`config.mk`:
```
export PLATFORM = sky130hd
export DESIGN_NAME = mlite_dout_drain
export DESIGN_NICKNAME = d
export VERILOG_FILES = /design/src/rtl/mlite_dout_drain.sv
export SDC_FILE = /design/constraint.sdc
export NUM_CORES = 1
export LEC_CHECK = 0
export ABC_AREA = 1
export BUFFER_PORTS_ARGS = -buffer_cell sky130_fd_sc_hd__buf_4
export CORE_ASPECT_RATIO = 0.7
export CORE_MARGIN = 5
export CORE_UTILIZATION = 46
export CTS_BUF_LIST = sky130_fd_sc_hd__clkbuf_8
export DETAILED_ROUTE_END_ITERATION = 8
export GPL_TIMING_DRIVEN = 0
export PLACE_DENSITY = 0.68
export SYNTH_ARGS = -nofsm -noshare
export SYNTH_HDL_FRONTEND = slang
export SYNTH_SLANG_ARGS = --single-unit
```
`constraint.sdc`:
```
create_clock -name clk -period 6.8 [get_ports clk]
set_clock_uncertainty 0.2 [all_clocks]
set_input_delay 0.68 -clock clk [delete_from_list [all_inputs] [get_ports clk]]
set_output_delay 0.68 -clock clk [all_outputs]
set_load 0.05 [all_outputs]
```
`src/rtl/mlite_dout_drain.sv`:
```
// Captures mlite_cpu output words into a small FIFO and drains them as bytes,
// high byte first, over a valid/ready handshake; reports occupancy and overflow.
module mlite_dout_drain #(
    parameter int DEPTH  = 8,
    parameter int ADDR_W = 3
) (
    input  logic              clk,
    input  logic              reset_in,
    input  logic              cap_en,
    input  logic [15:0]       din,
    output logic [7:0]        byte_out,
    output logic              byte_valid,
    input  logic              byte_ready,
    output logic              full,
    output logic              empty,
    output logic [ADDR_W:0]   count,
    output logic              overflow
);

    typedef enum logic [1:0] {
        S_IDLE,
        S_HI,
        S_LO
    } state_t;

    localparam logic [ADDR_W:0] FULL_CNT = (ADDR_W+1)'(DEPTH);

    logic [15:0]       mem_q [DEPTH];
    logic [ADDR_W-1:0] wr_ptr_q, wr_ptr_d;
    logic [ADDR_W-1:0] rd_ptr_q, rd_ptr_d;
    logic [ADDR_W:0]   count_q, count_d;
    logic              full_q, empty_q, ovf_q;

    state_t            state_q;
    logic [7:0]        hold_lo_q;
    logic [7:0]        byte_q;
    logic              valid_q;

    logic              push, pop;
    logic [15:0]       head;

    // Push is gated by the registered full flag only, so a same-cycle pop never
    // makes room for a capture that arrives while full.
    assign push = cap_en && !full_q;
    assign pop  = !empty_q && ((state_q == S_IDLE) || ((state_q == S_LO) && byte_ready));
    assign head = mem_q[rd_ptr_q];

    always_comb begin
        wr_ptr_d = wr_ptr_q;
        rd_ptr_d = rd_ptr_q;
        count_d  = count_q;
        if (push) wr_ptr_d = wr_ptr_q + ADDR_W'(1);
        if (pop)  rd_ptr_d = rd_ptr_q + ADDR_W'(1);
        case ({push, pop})
            2'b10:   count_d = count_q + (ADDR_W+1)'(1);
            2'b01:   count_d = count_q - (ADDR_W+1)'(1);
            default: count_d = count_q;
        endcase
    end

    always_ff @(posedge clk) begin
        if (reset_in) begin
            wr_ptr_q <= '0;
            rd_ptr_q <= '0;
            count_q  <= '0;
            full_q   <= 1'b0;
            empty_q  <= 1'b1;
            ovf_q    <= 1'b0;
        end else begin
            wr_ptr_q <= wr_ptr_d;
            rd_ptr_q <= rd_ptr_d;
            count_q  <= count_d;
            full_q   <= (count_d == FULL_CNT);
            empty_q  <= (count_d == '0);
            if (cap_en && full_q) ovf_q <= 1'b1;
        end
    end

    always_ff @(posedge clk) begin
        if (push && !reset_in) mem_q[wr_ptr_q] <= din;
    end

    // The high byte goes straight into the output register on a pop, so only
    // the low byte needs to be held for the second beat.
    always_ff @(posedge clk) begin
        if (reset_in) begin
            state_q <= S_IDLE;
            byte_q  <= 8'h00;
            valid_q <= 1'b0;
        end else begin
            case (state_q)
                S_IDLE: begin
                    if (pop) begin
                        hold_lo_q <= head[7:0];
                        byte_q    <= head[15:8];
                        valid_q   <= 1'b1;
                        state_q   <= S_HI;
                    end
                end
                S_HI: begin
                    if (byte_ready) begin
                        byte_q  <= hold_lo_q;
                        state_q <= S_LO;
                    end
                end
                S_LO: begin
                    if (byte_ready) begin
                        if (pop) begin
                            hold_lo_q <= head[7:0];
                            byte_q    <= head[15:8];
                            state_q   <= S_HI;
                        end else begin
                            valid_q <= 1'b0;
                            state_q <= S_IDLE;
                        end
                    end
                end
                default: begin
                    valid_q <= 1'b0;
                    state_q <= S_IDLE;
                end
            endcase
        end
    end

    assign byte_out   = byte_q;
    assign byte_valid = valid_q;
    assign full       = full_q;
    assign empty      = empty_q;
    assign count      = count_q;
    assign overflow   = ovf_q;

endmodule
```
==> out/metrics.cfg, run 1 <==
[timing]
slew_violations = 0
clock.fmax_mhz = 404
maxSlewHeadroom_pct = 38.4
tightest_slew_ns = 0.920
holdWs_ns = 0.233
setup_slack_ns = 4.33
setup_viol = 0
tns_ns = 0
fin_crit_ns = 2.47
post-route-period-util_pct = 36.4
hold_viol_final = 0
rsz0062_at_grt = false

[yosys]
ys_types = 28
syn_avg_cell_area_sq_um = 11.8
ys_seq_area_share_pct = 71.3
synthesis.area_sq_um = 6480
ys_ff_latch = 163
synth_nets = 576
yosys_warnings = 0
synthCells = 551

[cells_and_area]
mostFrequentLayoutCells = edfxtp_1, nor2_1, nand2_1, o21ai_0, buf_4
design_area_sq_um = 7510
n_antenna_cell = 0
drive_gt1_share_pct = 17.7
layout_commonest_cell = edfxtp_1
syn_to_final_growth_pct = 15.9
nets = 638
final_cells = 816
postLayoutCoreUtil_pct = 54.1

[clocking]
cts_buffers = 17
ctsResizeCount = 0
post_cts_buffers = 0
cts_root_buffer = clkbuf_8
htree_levels = 4
cts_tree = yes
cts_buffer_depth = 2
clk_pin_slew_ns = 0.10
clock_sinks = 163
ctsHoldBuffers = 0
clkLatencyLatePin_ns = 0.45

[placed_design]
placed_cells = 784
dp_slack_ns = 3.84
dp_hpwl_mm = 10.4
place_congestion = 0.789
io_buffers = 35
placed_area_sq_um = 7120

[power]
internal_power_mw = 1.87
power_frac_clock_pct = 22.7
netSwitchingPower_mw = 1.19
switching_share_pct = 38.9
peakVddDrop_v = 0.000162
seqPwrFrac_pct = 41.1
power_mw = 3.06
p_leak_nw = 2.75
powerDensity_nw_per_um2 = 408
power_frac_comb_pct = 36.3

[drt]
drc = 0
drt_iter0_markers = 464
dr.pass1.iters = 5
wl_mm = 15.2
vias_per_cell = 5.43
drtAntennaViolNets = 0
vias = 4432
routedWlPerCell_microns = 18.7

[floorplanning]
die_w_microns = 152
ios = 36
die_area_sq_um = 16600
die_y_microns = 109
initial_core_util_pct = 46.7
core_area_sq_um = 13900
placementRows = 36

[grt]
antenna_found_initial = 2
grt_max_degree = 17
grt_pass1_wl_mm = 23.8
grt_pass1_vias = 4286
grt_usage_pct = 19.1
grt_overflow = 0

[worst_setup_path]
rr_startpoint = full$_SDFF_PP0_
cp-end-kind = flop
cp.arrival_ns = 2.43
path_class = reg -> reg
crit_required_ns = 6.75
critPathLaunchType = flop
critPathMaxFanout = 9
cp-startpoint = full$_SDFF_PP0_

[flow_run]
drv_cap = 0

[worst_hold_path]
hp-start = reset_in
hold_path.class = in -> reg

[status]
status = completed

-- power groups by stage --
stage	sequential, mW	clock [mW]	combinational (mW)
2_1_floorplan	1.41	0	0.603
3_3_place_gp	1.28	0	1.06
3_5_place_dp	1.28	0	1.09
4_1_cts	1.26	0.703	1.10
5_1_grt	1.27	0.743	1.22
6_report	1.26	0.695	1.11
-- final timing paths --
kind                                                  to  slack [ns]  depth (start not counted)
worst min-delay path             byte_valid$_SDFFE_PP0P_        0.23                          2
worst min register to register  byte_out[0]$_SDFFE_PP0P_        0.27                          2
worst max-delay path               mem_q[0][0]$_DFFE_PP_        4.33                          6
worst max register to register     mem_q[0][0]$_DFFE_PP_        4.33                          6
-- synth_stat cells (all sizes together) --
master	number	area, sq um
clkbuf	6	22.5
xnor2	2	17.5
o21ai	64	320
a21oi	24	128
nor3	4	20.0
ha	5	62.6
buf	20	151
o22ai	16	100
nand3	40	200
dfxtp	27	541
clkinv	1	3.75
nand2	79	314
nand2b	1	6.26
a311oi	1	8.76
nor2	93	362
edfxtp	136	4080
inv	27	104
o211ai	5	37.5
-- critical path: stages, from the launching register on --
cell and delay [ns]:
dfxtp_1 0.33, nor2_1 0.19, inv_1 0.16, nor2_1 0.19, inv_1 0.13, nor3_2 0.70
buf_6 0.27
-- flip-flops by register name, indices dropped and copies added, names as in the netlist, 2 cells and up, named ones only --
signal / count
byte_out: 8
count: 4
hold_lo_q: 8
mem_q: 128
rd_ptr_q: 3
state_q: 2
wr_ptr_q: 3
-- per-layer routing --
metal	vias up	wire length, microns	GRT usage [%]	part of all wire (%)
met1	2135	6700	25.8	44
met3	32	1410	7.28	9.3
met5	-	27	0	0.18
met4	4	272	6.61	1.8
met2	196	6810	28.5	45
li1	2065	-	-	-
-- final cells by class --
| cell class | count | area, sq um |
|---|---|---|
| fill | 1170 | 6360 |
| sequential | 163 | 4620 |
| multi-input combinational | 334 | 1610 |
| timing repair buffer | 43 | 372 |
| tap | 190 | 238 |
| clock buffer | 17 | 234 |
| buffer | 26 | 174 |
| clock inverter | 15 | 156 |
| inverter | 28 | 108 |
-- cells by family after synthesis --
| logic type | Yosys count | synth area share, % |
|---|---|---|
| AND/OR/NAND/NOR | 217 | 13.9 |
| flip-flops | 163 | 71.3 |
| AO/OA/AOI/OAI | 110 | 9.17 |
| adder cells (fa/ha/maj) | 5 | 0.965 |
| buffers and inverters | 54 | 4.34 |
| XOR/XNOR | 2 | 0.270 |
No activity file was read; power rests on OpenSTA's default activity.
==> inputs of run 2 (changes only) <==
==> constraint.sdc (replaced) <==
create_clock -name clk -period 2.3 [get_ports clk]
set_clock_uncertainty 0.2 [all_clocks]
set_input_delay 0.23 -clock clk [delete_from_list [all_inputs] [get_ports clk]]
set_output_delay 0.23 -clock clk [all_outputs]
set_load 0.05 [all_outputs]
==> run 2 against run 1 <==
Via count is 0.23% higher. Sequential share of layout area decreased by 2.4 points. Non-clock buffer count increased by 27. Critical endpoint is now state_q[1]$_SDFFE_PP0P_. Combinational power grew to 3.1 times the previous value. Highest routed layer unchanged. First-iteration DRC count decreased by 15%. Sequential power rose to 3.0 times the previous value. Design area up 4.1%. Hold slack worse by 0.20 ns. Worst setup slack got worse by 4.2 ns. Critical path type unchanged. Critical path depth unchanged. Count of clock-buffer cells in the layout stayed put.
==> out/metrics.cfg, run 2 (synthesis gave the netlist of run 1 again) <==
[status]
status = completed  ; unchanged

[clocking]
cts_tree = yes  ; unchanged
htree_levels = 4  ; unchanged
cts_buffer_depth = 2  ; unchanged
clock_sinks = 163  ; unchanged
cts_root_buffer = clkbuf_8  ; unchanged
clkLatencyLatePin_ns = 0.45  ; about the same
cts_buffers = 17  ; unchanged
clk_pin_slew_ns = 0.09  ; was 0.10 ns

[drt]
drt_iter0_markers = 394  ; was 464
drtAntennaViolNets = 0  ; unchanged
drc = 0  ; unchanged
wl_mm = 15.6  ; was 15.2 mm
dr.pass1.iters = 5  ; unchanged
routedWlPerCell_microns = 18.5  ; was 18.7 microns
vias = 4442  ; was 4,432
vias_per_cell = 5.27  ; was 5.43

[worst_setup_path]
crit_required_ns = 2.49  ; was 6.75 ns
reg2reg_slack_ns = 0.13  ; was 4.33 ns
critPathMaxFanout = 3  ; was 9
worst_r2r_path_depth = 6  ; unchanged
path_class = reg -> reg  ; unchanged
critPathLaunchType = flop  ; unchanged
r2r_end = state_q[1]$_SDFFE_PP0P_  ; was mem_q[0][0]$_DFFE_PP_
cp-end-kind = flop  ; unchanged
cp.arrival_ns = 2.36  ; was 2.43 ns
rr_startpoint = state_q[0]$_SDFFE_PP0P_  ; was full$_SDFF_PP0_

[timing]
clock.fmax_mhz = 461  ; was 404 MHz
fin_crit_ns = 2.17  ; was 2.47 ns
setup_viol = 0  ; unchanged
tns_ns = 0  ; unchanged
tightest_slew_ns = 0.679  ; was 0.920 ns
slew_violations = 0  ; unchanged
setup_slack_ns = 0.130  ; was 4.33 ns
hold_viol_final = 0  ; unchanged
post-route-period-util_pct = 94.3  ; was 36.4%
maxSlewHeadroom_pct = 54.5  ; was 38.4%
holdWs_ns = 0.0306  ; was 0.233 ns

[power]
power_mw = 9.04  ; was 3.06 mW
peakVddDrop_v = 0.000520  ; was 0.000162 V
powerDensity_nw_per_um2 = 1160  ; was 408 nW/um^2
p_leak_nw = 2.85  ; was 2.75 nW

[placed_design]
io_buffers = 35  ; unchanged
place_congestion = 0.800  ; was 0.789
dp_hpwl_mm = 10.8  ; was 10.4 mm
dp_slack_ns = -0.139  ; was 3.84 ns

[grt]
grt_overflow = 0  ; unchanged
grt_pass1_vias = 4464  ; was 4,286
grt_usage_pct = 19.6  ; was 19.1%
grt_pass1_wl_mm = 24.4  ; was 23.8 mm
antenna_found_initial = 1  ; was 2
grt_max_degree = 17  ; unchanged

[worst_hold_path]
hold_path.class = in -> reg  ; unchanged
whs_endpoint = byte_out[2]$_SDFFE_PP0P_  ; was byte_valid$_SDFFE_PP0P_
hp-start = byte_ready  ; was reset_in
min_path_cells = 5  ; was 2

[floorplanning]
ios = 36  ; unchanged
die_y_microns = 109  ; unchanged
core_area_sq_um = 13900  ; unchanged
initial_core_util_pct = 46.7  ; unchanged
die_area_sq_um = 16600  ; unchanged
die_w_microns = 152  ; unchanged
placementRows = 36  ; unchanged

[cells_and_area]
layout_commonest_cell = edfxtp_1  ; unchanged
largest_reg_flops = 128  ; unchanged
top_register = mem_q  ; unchanged
mostFrequentLayoutCells = edfxtp_1, nor2_1, nand2_1, o21ai_0, buf_4  ; unchanged
syn_to_final_growth_pct = 20.7  ; was 15.9%
nFillCells = 1155  ; was 1,170
nets = 665  ; was 638
drive_gt1_share_pct = 19.6  ; was 17.7%
n_antenna_cell = 0  ; unchanged

[flow_run]
drv_cap = 0  ; unchanged

## run 2: cell count changes in the layout (fill, tap and decap cells not counted), sizes merged
cell / delta
buf: +4
bufinv: -2
dlygate4sd3: +23
inv: +2
clkinv: -1
clkinvlp: +1
## run 2: where the power goes
group / switching [mW] / internal (mW)
sequential: 0.177 / 3.56
combinational: 2.32 / 1.11
clock: 1.11 / 0.774
total: 3.60 / 5.44
## run 2: critical path: stages (launching register included)
cell	delay [ns]
dfxtp_1	0.35
inv_1	0.09
nor2_4	0.16
nand2_4	0.07
dlygate4sd3_1	0.56
a21oi_1	0.13
dlygate4sd3_1	0.56
## run 2: repair_timing
item / in CTS / in global routing
gates resized for setup: 5 / 13
hold buffers: 23 / 0
buffers inserted: 0 / 2
setup endpoints to repair: 21 / 32
hold endpoints to repair: 142 / 0
pin swaps: 0 / 4
cloned: 0 / 0
## run 2: metrics by stage
stage | std cells | util [%] | cell area (sq um)
after floorplan | 551 | - | 6480
after global placement | 776 | 50.4 | 6990
after detailed placement | 786 | 51.6 | 7160
after CTS | 841 | 56.0 | 7760
after global routing | 843 | 56.4 | 7820
final | 843 | 56.4 | 7820
## run 2: worst max path at each step
stage / startpoint / endpoint / slack, ns
finish: state_q[0]$_SDFFE_PP0P_ / state_q[1]$_SDFFE_PP0P_ / 0.13
global route: state_q[1]$_SDFFE_PP0P_ / empty$_SDFF_PP1_ / -0.03
CTS: state_q[0]$_SDFFE_PP0P_ / empty$_SDFF_PP1_ / 0.02
detailed placement: cap_en / mem_q[0][0]$_DFFE_PP_ / -0.14
global placement: cap_en / mem_q[0][0]$_DFFE_PP_ / -1.58
floorplan: full$_SDFF_PP0_ / mem_q[6][0]$_DFFE_PP_ / -0.35
## run 2: per-layer routing
metal,track usage [%],vias to the layer above,wire (microns)
met3,4.60,22,1250
met2,30.9,189,7240
met4,7.63,2,248
met5,0,-,13
met1,26.8,2114,6860
li1,-,2115,-
## run 2: cell type report
class	count	area, sq um	area share [%]
Buffer	26	174	2.22
Clock buffer	17	234	2.99
Clock inverter	15	121	1.55
Inverter	28	110	1.41
Multi-Input combinational cell	334	1660	21.2
Sequential cell	163	4630	59.2
Tap cell	190	238	3.04
Timing Repair Buffer	70	656	8.38
==> inputs of run 3 (changes only) <==
--- a/config.mk
+++ b/config.mk
@@ -7,8 +7,8 @@
 export LEC_CHECK = 0
 export ABC_AREA = 1
 export BUFFER_PORTS_ARGS = -buffer_cell sky130_fd_sc_hd__buf_4
+export CAP_MARGIN = 0
 export CORE_ASPECT_RATIO = 0.7
-export CORE_MARGIN = 5
 export CORE_UTILIZATION = 46
 export CTS_BUF_LIST = sky130_fd_sc_hd__clkbuf_8
 export DETAILED_ROUTE_END_ITERATION = 8
==> run 3 against run 2 <==
Die area down 12%. Clock power up 14%. Via count is 1.6% higher. Non-clock buffer count increased by 7. Critical endpoint unchanged. Routed wire length down 0.85%. Worst setup slack lost 0.074 ns. Fmax decreased by 3.3%. Core utilization rose by 2.7 points. Cell count up 0.12%. First-iteration DRC count grew 11%. Design area is 1.6% higher.
==> out/metrics.cfg, run 3 (synthesis gave the netlist of run 1 again) <==
[cells_and_area]
top_register = mem_q  ; unchanged
mostFrequentLayoutCells = edfxtp_1, nor2_1, nand2_1, o21ai_0, buf_4  ; unchanged
multiInputGateArea_sq_um = 1670  ; was 1660 sq um
nets = 672  ; was 665
nFillCells = 1072  ; was 1,155
syn_to_final_growth_pct = 22.6  ; was 20.7%
seqCellArea_sq_um = 4630  ; about the same
n_antenna_cell = 0  ; unchanged
layout_commonest_cell = edfxtp_1  ; unchanged
postLayoutCoreUtil_pct = 59.1  ; was 56.4%
drive_gt1_share_pct = 19.6  ; about the same
largest_reg_flops = 128  ; unchanged

[timing]
setup_viol = 0  ; unchanged
post-route-period-util_pct = 97.6  ; was 94.3%
maxSlewHeadroom_pct = 55.3  ; was 54.5%
holdWs_ns = 0.0441  ; was 0.0306 ns
hold_viol_final = 0  ; unchanged
setup_slack_ns = 0.0559  ; was 0.130 ns
tightest_slew_ns = 0.668  ; was 0.679 ns
fin_crit_ns = 2.24  ; was 2.17 ns
clock.fmax_mhz = 446  ; was 461 MHz
slew_violations = 0  ; unchanged

[clocking]
cts_buffers = 17  ; unchanged
clock_sinks = 163  ; unchanged
htree_levels = 4  ; unchanged
cts_buffer_depth = 2  ; unchanged
cts_root_buffer = clkbuf_8  ; unchanged
clk_pin_slew_ns = 0.09  ; about the same
clkLatencyLatePin_ns = 0.43  ; was 0.45 ns
cts_tree = yes  ; unchanged

[grt]
grt_usage_pct = 22.3  ; was 19.6%
grt_max_degree = 17  ; unchanged
grt_overflow = 0  ; unchanged
grt_pass1_wl_mm = 23.1  ; was 24.4 mm
grt_pass1_vias = 4177  ; was 4,464
antenna_found_initial = 0  ; was 1

[floorplanning]
initial_core_util_pct = 48.2  ; was 46.7%
placementRows = 35  ; was 36
core_area_sq_um = 13400  ; was 13,900 sq um
die_area_sq_um = 14600  ; was 16,600 sq um
ios = 36  ; unchanged
die_w_microns = 144  ; was 152 microns
die_y_microns = 101  ; was 109 microns

[power]
netSwitchingPower_mw = 3.47  ; was 3.60 mW
internal_power_mw = 5.85  ; was 5.44 mW
power_frac_clock_pct = 22.9  ; was 20.8%
peakVddDrop_v = 0.000528  ; was 0.000520 V
switching_share_pct = 37.2  ; was 39.8%
powerDensity_nw_per_um2 = 1170  ; was 1160 nW/um^2
power_frac_comb_pct = 37.1  ; was 37.9%
seqPwrFrac_pct = 40.0  ; was 41.3%
power_mw = 9.32  ; was 9.04 mW
p_leak_nw = 2.93  ; was 2.85 nW

[worst_setup_path]
reg2reg_slack_ns = 0.06  ; was 0.13 ns
r2r_end = state_q[1]$_SDFFE_PP0P_  ; unchanged
crit_path_max_incr_delay_ns = 0.57  ; was 0.56 ns
crit_cells = 6  ; unchanged
path_class = reg -> reg  ; unchanged
cp-startpoint = state_q[0]$_SDFFE_PP0P_  ; unchanged
crit_required_ns = 2.47  ; was 2.49 ns
crit_chain = inv_1 -> nor2_4 -> nand2_4 -> dlygate4sd3_1 -> a21oi_1 -> dlygate4sd3_1  ; unchanged
worst_r2r_path_depth = 6  ; unchanged
rr_startpoint = state_q[0]$_SDFFE_PP0P_  ; unchanged
critPathMaxFanout = 4  ; was 3
crit_end = state_q[1]$_SDFFE_PP0P_  ; unchanged
crit_slowest_cell = dlygate4sd3_1  ; unchanged
worst-path-buf-inv = 3  ; unchanged
critPathLaunchType = flop  ; unchanged
path_delay_family = buffers and inverters  ; unchanged
cp-end-kind = flop  ; unchanged
cp.arrival_ns = 2.41  ; was 2.36 ns
crit_top_cell = dlygate4sd3_1  ; unchanged

[flow_run]
drv_cap = 0  ; unchanged

[placed_design]
place_congestion = 0.803  ; was 0.800
dp_slack_ns = -0.185  ; was -0.139 ns
dp_hpwl_mm = 9.94  ; was 10.8 mm
io_buffers = 35  ; unchanged

[drt]
drc = 0  ; unchanged
vias = 4514  ; was 4,442
routedWlPerCell_microns = 18.3  ; was 18.5 microns
drt_iter0_markers = 439  ; was 394
drtAntennaViolNets = 0  ; unchanged
dr.pass1.iters = 5  ; unchanged
vias_per_cell = 5.35  ; was 5.27
wl_mm = 15.5  ; was 15.6 mm

[worst_hold_path]
hold_path.class = in -> reg  ; unchanged

[status]
status = completed  ; unchanged

-- run 3: routing by layer --
| metal | vias to the layer above | share of wire, % | GRT usage (%) |
|---|---|---|---|
| met1 | 2137 | 44 | 32.9 |
| met4 | 0 | 1.4 | 6.87 |
| li1 | 2131 | - | - |
| met2 | 228 | 45 | 33.4 |
| met5 | - | 0 | 0 |
| met3 | 18 | 9.5 | 4.44 |
-- run 3: power groups by stage --
stage	sequential [mW]	clock, mW	combinational [mW]
2_1_floorplan	4.16	0	1.78
3_3_place_gp	3.77	0	3.09
3_5_place_dp	3.78	0	3.20
4_1_cts	3.71	2.16	3.29
5_1_grt	3.76	2.28	3.79
6_report	3.73	2.14	3.46
-- run 3: worst min path at each step --
stage                     from                        to  slack, ns  cells past startpoint
floorplan             reset_in   byte_valid$_SDFFE_PP0P_       0.11                      1
global placement      reset_in   byte_valid$_SDFFE_PP0P_       0.24                      2
detailed placement    reset_in   byte_valid$_SDFFE_PP0P_       0.25                      2
CTS                 byte_ready  byte_out[2]$_SDFFE_PP0P_       0.02                      5
global route        byte_ready  byte_out[2]$_SDFFE_PP0P_       0.06                      5
finish              byte_ready  byte_out[2]$_SDFFE_PP0P_       0.04                      5
-- run 3: area by class of cell --
class	count	area share [%]
Inverter	28	1.39
Multi-Input combinational cell	334	21.0
Tap cell	185	2.91
Clock inverter	14	2.19
Buffer	26	2.19
Sequential cell	163	58.2
Timing Repair Buffer	77	9.13
Clock buffer	17	2.94
-- run 3: per-stage QoR --
step                      instances  setup TNS (ns)  instance area, sq um
after floorplan                 551          -22.21                  6480
after global placement          771         -136.27                  6980
after detailed placement        780           -4.03                  7150
after CTS                       834           -2.07                  7800
after global routing            844         -0.0494                  7950
final                           844               0                  7950
-- run 3: timing repair --
| action | CTS | global route |
|---|---|---|
| buffers inserted | 0 | 10 |
| endpoints found under the setup margin | 38 | 84 |
| hold buffers | 23 | 0 |
| endpoints found under the hold margin | 142 | 0 |
| gates resized for setup | 3 | 15 |
| pin swaps | 0 | 3 |
-- run 3: tightest hold or removal path, delay by kind of cell --
kind / cells / cell delay (ns)
AO/OA/AOI/OAI: 2 / 0.18
AND/OR/NAND/NOR: 2 / 0.12
buffers and inverters: 1 / 0.10
